[src/rtl/alu_arb_pkg.sv]
// Shared types and constants for the round-robin ALU arbiter and its ALU.
// The illegal-function checker is enabled by defining ALU_ARB_ILLEGAL_F_EN.
package alu_arb_pkg;

   localparam int unsigned WIDTH     = 32;
   localparam int unsigned FW        = 4;
   localparam int unsigned NREQ_MAX  = 4;
   localparam int unsigned F_SUB_BIT = 3;

   localparam logic [2:0] F_AND = 3'b000;
   localparam logic [2:0] F_OR  = 3'b001;
   localparam logic [2:0] F_ADD = 3'b010;
   localparam logic [2:0] F_SLT = 3'b011;
   localparam logic [2:0] F_ROR = 3'b100;

   typedef enum logic [1:0] {
      IDLE = 2'd0,
      EXEC = 2'd1,
      RESP = 2'd2
   } state_e;

   typedef struct packed {
      logic [WIDTH-1:0] a;
      logic [WIDTH-1:0] b;
      logic [FW-1:0]    f;
   } alu_op_t;

   // Operation codes above ROR have no ALU meaning.
   function automatic logic f_illegal(input logic [2:0] op);
      return op > F_ROR;
   endfunction

endpackage

[src/rtl/alu.sv]
// 32-bit single-cycle ALU: AND/OR/ADD/SLT/ROR, f[3] selects inverted b (and +1 carry-in).
module alu
   import alu_arb_pkg::*;
(
   input  logic [WIDTH-1:0] a,
   input  logic [WIDTH-1:0] b,
   input  logic [FW-1:0]    f,
   output logic [WIDTH-1:0] y,
   output logic             zero
);

   logic [WIDTH-1:0] bb;
   logic [WIDTH-1:0] sum;
   logic [4:0]       sh;
   logic [4:0]       shl;

   assign bb   = f[F_SUB_BIT] ? ~b : b;
   assign sum  = a + bb + WIDTH'(f[F_SUB_BIT]);
   assign sh   = a[4:0];
   assign shl  = 5'd0 - sh;

   always_comb begin
      y = 'x;
      unique case (f[2:0])
         F_AND:   y = a & bb;
         F_OR:    y = a | bb;
         F_ADD:   y = sum;
         F_SLT:   y = WIDTH'(sum[WIDTH-1]);
         F_ROR:   y = (bb >> sh) | (bb << shl);
         default: y = 'x;
      endcase
   end

   assign zero = (y == '0);

endmodule

[src/rtl/rr_arbiter.sv]
// Combinational round-robin pick: first valid at or after ptr, wrapping modulo N.
module rr_arbiter #(
   parameter int unsigned N = 2
) (
   input  logic [N-1:0]                        valid,
   input  logic [((N > 1) ? $clog2(N) : 1)-1:0] ptr,
   output logic [N-1:0]                        grant_c,
   output logic [((N > 1) ? $clog2(N) : 1)-1:0] grant_idx_c
);

   localparam int unsigned PW = (N > 1) ? $clog2(N) : 1;

   logic [PW-1:0] idx;

   // Walk from farthest to nearest so the nearest valid requester wins.
   always_comb begin
      grant_c     = '0;
      grant_idx_c = '0;
      idx         = '0;
      for (int k = int'(N) - 1; k >= 0; k--) begin
         idx = PW'((int'(ptr) + k) % int'(N));
         if (valid[idx]) begin
            grant_c     = N'(1) << idx;
            grant_idx_c = idx;
         end
      end
   end

endmodule

[src/rtl/alu_arbiter.sv]
// Round-robin sharing of one ALU between NREQ requesters, registered operands and result.
// Define ALU_ARB_ILLEGAL_F_EN to flag f[2:0] in 101..111 via resp_err with a forced zero result.
module alu_arbiter
   import alu_arb_pkg::*;
#(
   parameter int unsigned NREQ = 2
) (
   input  logic                       clk,
   input  logic                       reset_n,
   input  logic [NREQ-1:0]            req_valid,
   output logic [NREQ-1:0]            req_ready,
   input  logic [NREQ-1:0][WIDTH-1:0] req_a,
   input  logic [NREQ-1:0][WIDTH-1:0] req_b,
   input  logic [NREQ-1:0][FW-1:0]    req_f,
   output logic [NREQ-1:0]            resp_valid,
   input  logic [NREQ-1:0]            resp_ready,
   output logic [WIDTH-1:0]           resp_y,
   output logic                       resp_zero,
   output logic                       resp_err
);

   localparam int unsigned PW = $clog2(NREQ);

   if (NREQ < 2 || NREQ > NREQ_MAX) begin : g_bad_nreq
      $error("alu_arbiter: NREQ must be in 2..%0d", NREQ_MAX);
   end

   state_e        state_q, state_d;
   alu_op_t       op_q;
   logic [PW-1:0] own_q;
   logic [PW-1:0] ptr_q;
   logic [PW-1:0] ptr_next;
   logic          armed_q;
   logic [NREQ-1:0] grant_c;
   logic [PW-1:0]   grant_idx_c;
   logic          accept_c;
   logic          done_c;
   logic [WIDTH-1:0] alu_y;
   logic          alu_zero;

   rr_arbiter #(.N(NREQ)) u_rr (
      .valid       (req_valid),
      .ptr         (ptr_q),
      .grant_c     (grant_c),
      .grant_idx_c (grant_idx_c)
   );

   alu u_alu (
      .a    (op_q.a),
      .b    (op_q.b),
      .f    (op_q.f),
      .y    (alu_y),
      .zero (alu_zero)
   );

   // armed_q keeps req_ready low while reset is held and until the first clock after release.
   assign accept_c  = (state_q == IDLE) && armed_q && (|req_valid);
   assign req_ready = accept_c ? grant_c : '0;
   assign done_c    = (state_q == RESP) && resp_ready[own_q];
   assign ptr_next  = (own_q == PW'(NREQ - 1)) ? '0 : own_q + PW'(1);

   always_comb begin
      state_d = state_q;
      unique case (state_q)
         IDLE:    if (accept_c) state_d = EXEC;
         EXEC:    state_d = RESP;
         RESP:    if (done_c) state_d = IDLE;
         default: state_d = IDLE;
      endcase
   end

`ifdef ALU_ARB_ILLEGAL_F_EN
   logic illegal_q;
`endif

   always_ff @(posedge clk or negedge reset_n) begin
      if (!reset_n) begin
         state_q    <= IDLE;
         armed_q    <= 1'b0;
         op_q       <= '0;
         own_q      <= '0;
         ptr_q      <= '0;
         resp_valid <= '0;
         resp_y     <= '0;
         resp_zero  <= 1'b0;
`ifdef ALU_ARB_ILLEGAL_F_EN
         resp_err   <= 1'b0;
         illegal_q  <= 1'b0;
`endif
      end else begin
         state_q <= state_d;
         armed_q <= 1'b1;
         if (accept_c) begin
            op_q  <= '{a: req_a[grant_idx_c], b: req_b[grant_idx_c], f: req_f[grant_idx_c]};
            own_q <= grant_idx_c;
`ifdef ALU_ARB_ILLEGAL_F_EN
            illegal_q <= f_illegal(req_f[grant_idx_c][2:0]);
`endif
         end
         if (state_q == EXEC) begin
`ifdef ALU_ARB_ILLEGAL_F_EN
            resp_y    <= illegal_q ? '0 : alu_y;
            resp_zero <= illegal_q ? 1'b1 : alu_zero;
            resp_err  <= illegal_q;
`else
            resp_y    <= alu_y;
            resp_zero <= alu_zero;
`endif
            resp_valid <= NREQ'(1) << own_q;
         end
         // Pointer moves past the owner only once its result has been taken.
         if (done_c) begin
            resp_valid <= '0;
            ptr_q      <= ptr_next;
         end
      end
   end

`ifndef ALU_ARB_ILLEGAL_F_EN
   assign resp_err = 1'b0;
`endif

endmodule
[config.mk]
export PLATFORM = sky130hd
export DESIGN_NAME = alu_arbiter
export DESIGN_NICKNAME = d
export VERILOG_FILES = /design/src/rtl/alu_arb_pkg.sv /design/src/rtl/alu.sv /design/src/rtl/rr_arbiter.sv /design/src/rtl/alu_arbiter.sv
export SDC_FILE = /design/constraint.sdc
export NUM_CORES = 1
export LEC_CHECK = 0
export ABC_AREA = 1
export BUFFER_PORTS_ARGS = -buffer_cell sky130_fd_sc_hd__buf_2
export CAP_MARGIN = 0
export CORE_AREA = 2 2 123 173
export CTS_CLUSTER_SIZE = 30
export DETAILED_ROUTE_END_ITERATION = 8
export DIE_AREA = 0 0 125 175
export GPL_TIMING_DRIVEN = 0
export PLACE_DENSITY = 0.87
export SYNTH_ARGS = -nofsm -noshare
export SYNTH_HDL_FRONTEND = slang
export SYNTH_HIERARCHICAL = 1
export SYNTH_SLANG_ARGS = --single-unit
[constraint.sdc]
create_clock -name clk -period 6.7 [get_ports clk]
set_input_delay 1.34 -clock clk [delete_from_list [all_inputs] [get_ports clk]]
set_output_delay 1.34 -clock clk [all_outputs]
set_load 0.02 [all_outputs]
== Yosys cells after proc, flatten, opt, wreduce, memory -nomap -nowiden ==
Cells that the tools add are included.
Widths: inputs -> output; s select.

* Output and inout bits: 38
* Register bits: 108

* Mux-type cells: 25
* Reduce and logical (&&, ||, !) cells: 9
* Add/sub/neg operators: 5
* Order comparisons: 4
* Bitwise logic cells: 4
* Equality and inequality tests: 8
* Shifts and indexed selects: 5

{| class="wikitable"
|+ Operator list
! cell !! count
|-
| $mux 32 || 5
|-
| $pmux 32 s5 || 1
|-
| $or 32x32->32 || 2
|-
| $add 32x1->32 || 1
|-
| $add 32x32->32 || 1
|-
| $and 32x32->32 || 1
|-
| $logic_not 32->1 || 1
|-
| $not 32->32 || 1
|-
| $shl 32x5->32 || 1
|-
| $shr 32x5->32 || 1
|-
| $mux 2 || 7
|-
| $mux 1 || 9
|-
| $lt 1x2->1 const B || 4
|-
| $mux 4 || 2
|-
| $eq 3x2->1 const B || 2
|-
| $pmux 2 s3 || 1
|-
| $shl 1x1->2 const A || 3
|-
| $sub 1x5->5 const A || 1
|-
| $ne 2x2->1 const B || 2
|-
| $eq 3x1->1 const B || 1
|-
| $eq 3x3->1 const B || 1
|-
| $logic_and 1x1->1 || 3
|-
| $logic_not 3->1 || 1
|-
| $add 1x1->1 const B || 2
|-
| 6 further kinds || 6
|}

== Logic depth before layout (Yosys ltp) ==
Gate-level depths: netlist of the first run.

* Depth after elaboration: 7
* Mapped depth: 27
* Mapped depth without buffers: 26

== Modules after synthesis ==
Netlist of the first run, hierarchy kept.

{| class="wikitable"
|+ By module, submodules not included
! module !! cells an instance !! instances !! seq. area each (um^2) !! area an instance (um^2)
|-
| alu || 1600 || 1 || 0.0 || 7764.9
|-
| alu_arbiter || 694 || 1 || 2702.6 || 5195.0
|-
| rr_arbiter || 5 || 1 || 0.0 || 35.0
|}

== Worst setup path after synthesis of the first run ==
Ideal clock, no wire load.

* Path kind: in2out
* From: input req_valid[1]
* To: output req_ready[0]
* Cell stages on the path: 5
* Buffers on the path: 2
* Data required time: 5360 ps
* Slack: 3278 ps
* Arrival: 2082 ps
* Cell sequence: or2_1 > buf_6 > nand2_4 > buf_2 > nor2_1

* Longest elaborated chain between the ends: 5
* Elaborated cells on any way between the ends: 9
* Those cells by class: 7 x mux; 2 x reduce/logical

{| class="wikitable"
|+ RTL lines
! what !! line !! text
|-
| from (decl) || alu_arbiter.sv:10 || <nowiki>input logic [NREQ-1:0] req_valid,</nowiki>
|-
| $mux 1 (not written as such) (2 in a row) || rr_arbiter.sv:22 || <nowiki>if (valid[idx]) begin</nowiki>
|-
| $mux 2 (2 in a row) || rr_arbiter.sv:22 ||
|-
| $mux 2 * || alu_arbiter.sv:58 || <nowiki>assign req_ready = accept_c ? grant_c : '0;</nowiki>
|-
| to (decl) || alu_arbiter.sv:11 || <nowiki>output logic [NREQ-1:0] req_ready,</nowiki>
|}

Every way passes the cells marked *; elsewhere a longest branch is shown, timed or not. The select of a mux whose other input is x is not followed.

== Worst setup path in the final report of the first run ==
* From: register op_q[37] (netlist name)
* To: register resp_zero

* Longest elaborated chain between the ends: 5
* Elaborated cells on any way between the ends: 10
* Those cells by class: 3 x add/sub; 2 x shift; 1 x mux; 3 x bitwise; 1 x reduce/logical

{| class="wikitable"
|+ RTL lines
! what !! line !! text
|-
| from (decl) || alu_arbiter.sv:29 || <nowiki>alu_op_t op_q;</nowiki>
|-
| from (signal assigned) || alu_arbiter.sv:94 || <nowiki>op_q <= '{a: req_a[grant_idx_c], b: req_b[grant_idx_c], f: req_f[grant_idx_c]};</nowiki>
|-
| parallel branches: the longest is 3 deep, another holds $add 32x32->32 || - ||
|-
| $pmux 32 s5 * || alu.sv:24 || <nowiki>unique case (f[2:0])</nowiki>
|-
| via alu_y[31] || alu_arbiter.sv:38 || <nowiki>logic [WIDTH-1:0] alu_y;</nowiki>
|-
| $logic_not 32->1 * || alu.sv:34 || <nowiki>assign zero = (y == '0);</nowiki>
|-
| via alu_zero || alu_arbiter.sv:39 || <nowiki>logic alu_zero;</nowiki>
|-
| to (signal assigned) || alu_arbiter.sv:107 || <nowiki>resp_zero <= alu_zero;</nowiki>
|-
| to (decl) || alu_arbiter.sv:18 || <nowiki>output logic resp_zero,</nowiki>
|}

Mark *: on every way through the listed nets, which the timed path passes.
A chain may end at the register's enable or synchronous reset.

==> results of run 1 <==
[synth_stat cells (2+ instances only)]
cell type | instances | area (sq um)
o21ai_0 | 96 | 480
o21bai_1 | 4 | 30.0
ha_1 | 66 | 826
o21ai_2 | 2 | 17.5
nand2_2 | 23 | 144
inv_2 | 12 | 45.0
nand2_1 | 809 | 3040
nor3_2 | 3 | 30.0
or2_2 | 17 | 106
nand3_2 | 9 | 90.1
o21ai_1 | 7 | 35.0
nor3_1 | 5 | 25.0
buf_2 | 36 | 180
conb_1 | 2 | 7.51
o221a_2 | 2 | 22.5
nand4_1 | 15 | 93.8
buf_4 | 16 | 120
nand3_1 | 552 | 2760
nor2_1 | 97 | 364
a21oi_1 | 38 | 190
clkbuf_1 | 36 | 135
and2_1 | 3 | 18.8
dfrtp_1 | 108 | 2700
buf_6 | 11 | 124
xnor2_1 | 2 | 17.5
clkinv_1 | 2 | 7.51
buf_1 | 16 | 60.1
nand3b_1 | 9 | 67.6
or2_1 | 4 | 25.0
and3_1 | 2 | 12.5
inv_1 | 283 | 1060
[critical path, cell delays in order, from the launching register on]
cell,delay [ns]
dfrtp_1,0.44
buf_2,0.19
inv_2,0.10
clkbuf_1,0.64
ha_1,0.42
inv_1,0.19
buf_1,0.46
nand3_1,0.18
nand3_1,0.14
nand3_1,0.14
nand3_1,0.13
nand3_1,0.14
nand2_1,0.13
nand4_1,0.21
nor2_1,0.15
nand2_1,0.06
nor2_1,0.16
nand2_1,0.07
nor2_1,0.09
nand2_1,0.06
nand2_1,0.05
[worst min path at each step]
stage,from,to,slack (ns),cells past startpoint
6_report,resp_y[24],resp_y[24],0.48,2
5_1_grt,resp_y[8],resp_y[8],0.49,2
4_1_cts,resp_y[24],resp_y[24],0.48,2
3_5_place_dp,resp_y[12],resp_y[12],0.46,2
3_3_place_gp,resp_y[18],resp_y[18],0.46,2
2_1_floorplan,op_q[1],op_q[1],0.44,2
[state kept, by name, summed over array words and instances, names as in the netlist]
signal,cells
own_q,1
op_q,68
resp_y,32
armed_q,1
state_q,2
ptr_q,1
resp_zero,1
resp_valid,2
[per-layer routing]
layer,track usage,up-vias
li1,-,7722
met1,0.558,7446
met2,0.740,1315
met3,0.137,340
met4,0.390,2
met5,0.0113,-
[cell type report]
cell class | instances | area [sq um] | share of cell area
multi-input cells | 1779 | 8560 | 0.586
flip-flops and latches | 108 | 2700 | 0.185
inverters | 297 | 1110 | 0.0764
repair buffers | 179 | 921 | 0.0631
plain buffers | 115 | 619 | 0.0424
well taps | 256 | 320 | 0.0219
clock buffers | 9 | 225 | 0.0154
clock inverters | 7 | 133 | 0.00909
[per-stage QoR]
step | util | setup slack [ns] | area [sq um]
after floorplan | - | 3.28 | 13000
after global placement | 0.699 | 2.72 | 14200
after detailed placement | 0.700 | 2.71 | 14200
after CTS | 0.718 | 2.67 | 14600
after global routing | 0.718 | 2.32 | 14600
final | 0.718 | 2.47 | 14600
[logic make-up (layout without fill, tap and decap cells)]
kind of cell    Yosys count  in the layout  synth area share
other cells               2              2          0.000578
buf+inv                 412            607             0.133
simple gates           1550           1550             0.523
flops                   108            108             0.208
xor+xnor                  6              6           0.00664
fa+ha+maj                67             67            0.0651
compound gates          154            154            0.0631
==> summary.txt, run 1 <==
Die
  • Chip width: 125 um
  • Die Footprint: 21900 sq um
  • Cell row count: 62
  • Die H: 175 um
  • CORE AREA: 20300 sq um
  • Io pins: 180
  • Initial Util: 0.639

Worst setup path
  • Crit path launch type: flip-flop
  • Crit path required time: 7.01 ns
  • Critical path origin: op_q[37]
  • Worst setup path end: resp_zero
  • Critical path class: flip-flop to flip-flop
  • Reg2Reg Depth: 20
  • Reg-to-reg slack, setup: 2.47 ns
  • Worst r2r dst: resp_zero
  • Critical Path Fanout Max: 12
  • Worst setup EP type: flip-flop
  • Worst R2R Start: op_q[37]
  • Worst EP arrival: 4.54 ns

Clock network
  • Cts bufs inserted: 9
  • Sink Count: 108
  • Maximum root-to-sink buffer count: 2
  • Hold_buf cts: 0
  • Root Driver: clkbuf_16
  • H-tree depth: 3
  • Clk slew on worst S/H paths: 0.08 ns
  • Worst skew pair latency: 0.38 ns
  • CTS resizes: 0
  • CTS tree: built
  • Setup Buffers After CTS: 0

Synthesis
  • Synthesized flop and latch total: 108
  • Synth Flop Type: dfrtp_1
  • Asr flop ratio synth: 1.00
  • Post-synthesis cell area: 13000 sq um
  • EDFF count, synth: 0
  • Yosys Warn Count: 6
  • Mean Syn Cell Area: 5.65 sq um
  • Syn_nets: 2508
  • Post-Syn Instances: 2299
  • Seq/Total Area, Yosys: 0.208
  • Synth cell types: 43

Routing
  • Max Used Layer: met5
  • DRC Markers: 0
  • Via density: 6.12
  • Detail Route Antenna Nets: 0
  • DR WL met2: 22800 um
  • Routed met3 length: 7090 um
  • Vias after detailed routing: 16800
  • DR iter-0 viols: 2440
  • Initial DRT Pass Iterations: 8
  • Post-Route WL: 53800 um
  • M1 WL: 18400 um
  • Drt wl/cell: 19.6 um

Timing
  • Setup TNS: 0 ns
  • Slew margin rel.: 0.432
  • Tmin final: 4.23 ns
  • Final setup viols: 0
  • Final worst path period share: 0.631
  • FMAX: 236 MHz
  • RSZ-0062 raised after global routing: false
  • Max Slew Vio Count: 0
  • Slew at the pin closest to its max-slew limit: 0.848 ns
  • Final Hold Vio Count: 0
  • Clock skew: 0.0193 ns
  • Final hold slack: 0.477 ns

Layout
  • Most frequent cells in the layout: nand2_1, nand3_1, inv_1
  • Share of cells above drive strength 1: 0.134
  • Non-Filler Instances: 2750
  • Fillcell total: 1766
  • Area grow syn2layout: 12.3%
  • Commonest non-fill, non-tap cell in the layout: nand2_1
  • Nets: 2698
  • Antenna cell count: 0

Worst hold path
  • Worst hold path type: flip-flop to flip-flop

Placed design
  • Port buffer count: 178
  • Placer Congestion: 1.21
  • Post-DP HPWL: 43100 um
  • Post-Place Cells: 2734

Global routing
  • Vias in the first global route: 15400
  • Pin count of the biggest net entering global routing: 76
  • Initial antenna violation count: 1
  • Gr usage total: 0.482
  • Gr ovfl total: 0
  • First-pass GRT wire length: 82000 um

Run
  • Maximum Capacitance Violations: 0

Outcome
  • Outcome: completed
Power of run 1 is left out: the tool's default activity adds up to more than one toggle a clock period on the data nets, which glitch-free logic cannot reach.
==> run 2, diff against run 1 <==
CORE_AREA = 2 2 128 180   (was 2 2 123 173)
DIE_AREA = 0 0 130 182   (was 0 0 125 175)
PLACE_DENSITY = 0.82   (was 0.87)
clock period = 4.3 ns   (was 6.7 ns; I/O delays follow)
==> run 2 against run 1 <==
Routed wire length is 1.5% lower; register-to-register slack worse by 2.2 ns; setup slack worse by 2.2 ns; non-clock buffer count is 1 lower; die area is 8.2% higher; highest routed layer is now met4.
==> summary.txt, run 2 (same netlist as run 1, synthesis figures left out) <==
Layout
  • Share of cells above drive strength 1: 0.134 (about the same)
  • Most frequent cells in the layout: nand2_1, nand3_1, inv_1 (unchanged)
  • Antenna cell count: 0 (unchanged)
  • Commonest non-fill, non-tap cell in the layout: nand2_1 (unchanged)
  • Max FFs per register: 68 (unchanged)
  • Largest registers: op_q x68, resp_y x32 (unchanged)
  • Area grow syn2layout: 12.2% (was 12.3%)
  • Area occupied by registers: 2700 sq um (unchanged)
  • Fillcell total: 2137 (was 1766)
  • Nets: 2697 (was 2698)
  • Biggest register: op_q (unchanged)
  • Multi-input gate area: 8560 sq um (unchanged)

Die
  • Io pins: 180 (unchanged)
  • Cell row count: 65 (was 62)
  • CORE AREA: 22200 sq um (was 20300 sq um)
  • Chip width: 130 um (was 125 um)
  • Die H: 182 um (was 175 um)
  • Initial Util: 0.585 (was 0.639)
  • Die Footprint: 23700 sq um (was 21900 sq um)

Global routing
  • GR Layer Usage met3: 0.111 (was 0.137)
  • Vias in the first global route: 15300 (was 15400)
  • GRT busiest layer: met2 (unchanged)
  • Gr usage total: 0.447 (was 0.482)
  • Initial antenna violation count: 0 (was 1)
  • GR Util met2: 0.689 (was 0.740)
  • Pin count of the biggest net entering global routing: 62 (was 76)
  • Met1 Use GR: 0.531 (was 0.558)
  • First-pass GRT wire length: 81200 um (was 82000 um)
  • Gr ovfl total: 0 (unchanged)

Worst setup path
  • Worst setup EP type: flip-flop (unchanged)
  • Crit path launch type: flip-flop (unchanged)
  • Critical Path Fanout Max: 10 (was 12)
  • Critical path class: flip-flop to flip-flop (unchanged)
  • Largest delay share family, worst path: simple AND/OR/NAND/NOR gates (unchanged)
  • Crit path required time: 4.61 ns (was 7.01 ns)
  • Most Frequent Cell on Critical Path: nand2_1
  • CP cell instances: inv_2, buf_2, buf_1, ha_1, nand2_1, inv_1, nand2_1, nand2_1, nand2_1, nand2_1, or2_1, nand3_1, o21ai_1, a21oi_1, nand2_1, nor2_1, nand2_1, nor2_1, nand2_1, nor2_1, nand2_1, nand2_1 (was buf_2, inv_2, clkbuf_1, ha_1, inv_1, buf_1, nand3_1, nand3_1, nand3_1, nand3_1, nand3_1, nand2_1, nand4_1, nor2_1, nand2_1, nor2_1, nand2_1, nor2_1, nand2_1, nand2_1)
  • Buf+Inv Stages, Crit Path: 4 (was 5)
  • Worst path slowest cell: buf_1 (was clkbuf_1)
  • Critical path's largest stage delay: 0.57 ns (was 0.64 ns)
  • Worst EP arrival: 4.32 ns (was 4.54 ns)

Timing
  • Max Slew Vio Count: 0 (unchanged)
  • Final Hold Vio Count: 0 (unchanged)
  • Slew margin rel.: 0.465 (was 0.432)
  • Clock skew: 0.00724 ns (was 0.0193 ns)
  • Tmin final: 4.01 ns (was 4.23 ns)
  • Setup TNS: 0 ns (unchanged)
  • Slew at the pin closest to its max-slew limit: 0.799 ns (was 0.848 ns)
  • RSZ-0062 raised after global routing: false (unchanged)
  • Final setup viols: 0 (unchanged)
  • FMAX: 249 MHz (was 236 MHz)
  • Final worst path period share: 0.932 (was 0.631)

Routing
  • Initial DRT Pass Iterations: 9 (was 8)
  • Via density: 5.91 (was 6.12)
  • Vias after detailed routing: 16500 (was 16800)
  • Detail Route Antenna Nets: 0 (unchanged)
  • DR iter-0 viols: 1861 (was 2440)
  • Post-Route WL: 52900 um (was 53800 um)
  • Drt wl/cell: 18.9 um (was 19.6 um)
  • DRC Markers: 0 (unchanged)

Clock network
  • Cts bufs inserted: 9 (unchanged)
  • CTS tree: built (unchanged)
  • Worst skew pair latency: 0.37 ns (was 0.38 ns)
  • CTS resizes: 0 (unchanged)
  • Sink Count: 108 (unchanged)
  • Maximum root-to-sink buffer count: 2 (unchanged)
  • Root Driver: clkbuf_16 (unchanged)
  • H-tree depth: 3 (unchanged)
  • Clk slew on worst S/H paths: 0.08 ns (about the same)
  • Hold_buf cts: 0 (unchanged)

Placed design
  • Post-DP HPWL: 43000 um (was 43100 um)
  • Placer Congestion: 1.15 (was 1.21)
  • Port buffer count: 178 (unchanged)

Worst hold path
  • Worst hold path type: flip-flop to flip-flop (unchanged)

Outcome
  • Outcome: completed (unchanged)

Run
  • Maximum Capacitance Violations: 0 (unchanged)
## run 2: metal layers
| layer | routed length, um | vias up |
|---|---|---|
| met3 | 5910 | 275 |
| li1 | - | 7724 |
| met4 | 4900 | 0 |
| met1 | 19000 | 7411 |
| met2 | 23200 | 1106 |
| met5 | 0 | - |
## run 2: path summary, 6_finish.rpt
path	startpoint	end	slack [ns]	cells after the start
min in group asynchronous	reset_n	armed_q	0.50	1
worst max register to register	op_q[38]	resp_zero	0.29	22
worst min register to register	resp_y[18]	resp_y[18]	0.48	2
worst max-delay path	op_q[38]	resp_zero	0.29	22
max in group asynchronous	reset_n	op_q[13]	3.07	2
worst min-delay path	resp_y[18]	resp_y[18]	0.48	2
## run 2: worst min-delay path: stages (launching register included)
cell and delay (ns):
dfrtp_1 0.34, nand2_1 0.05, nand2_1 0.05
## run 2: repair_timing
| action | CTS | global route |
|---|---|---|
| setup buffers | 0 | 0 |
| hold endpoints to repair | 0 | 0 |
| setup endpoints to repair | 0 | 1 |
## run 2: layout make-up
| class | count | share of cell area |
|---|---|---|
| buffer | 114 | 0.0422 |
| clock buffer | 10 | 0.0164 |
| clock inverter | 6 | 0.00318 |
| inverter | 297 | 0.0765 |
| multi-input combinational | 1779 | 0.587 |
| sequential | 108 | 0.185 |
| tap | 301 | 0.0258 |
| timing repair buffer | 179 | 0.0632 |
## run 2: through the flow
step	instance area, sq um	hold WS, ns	cells	setup slack (ns)	utilization
5_1_grt	14600	0.510	2794	0.139	0.656
6_report	14600	0.476	2794	0.291	0.656
3_3_place_gp	14300	0.458	2778	0.277	0.642
4_1_cts	14600	0.480	2795	0.254	0.657
3_5_place_dp	14300	0.460	2779	0.287	0.644
2_1_floorplan	13000	0.442	2299	1.48	-
Power of run 2 is left out for the same reason.
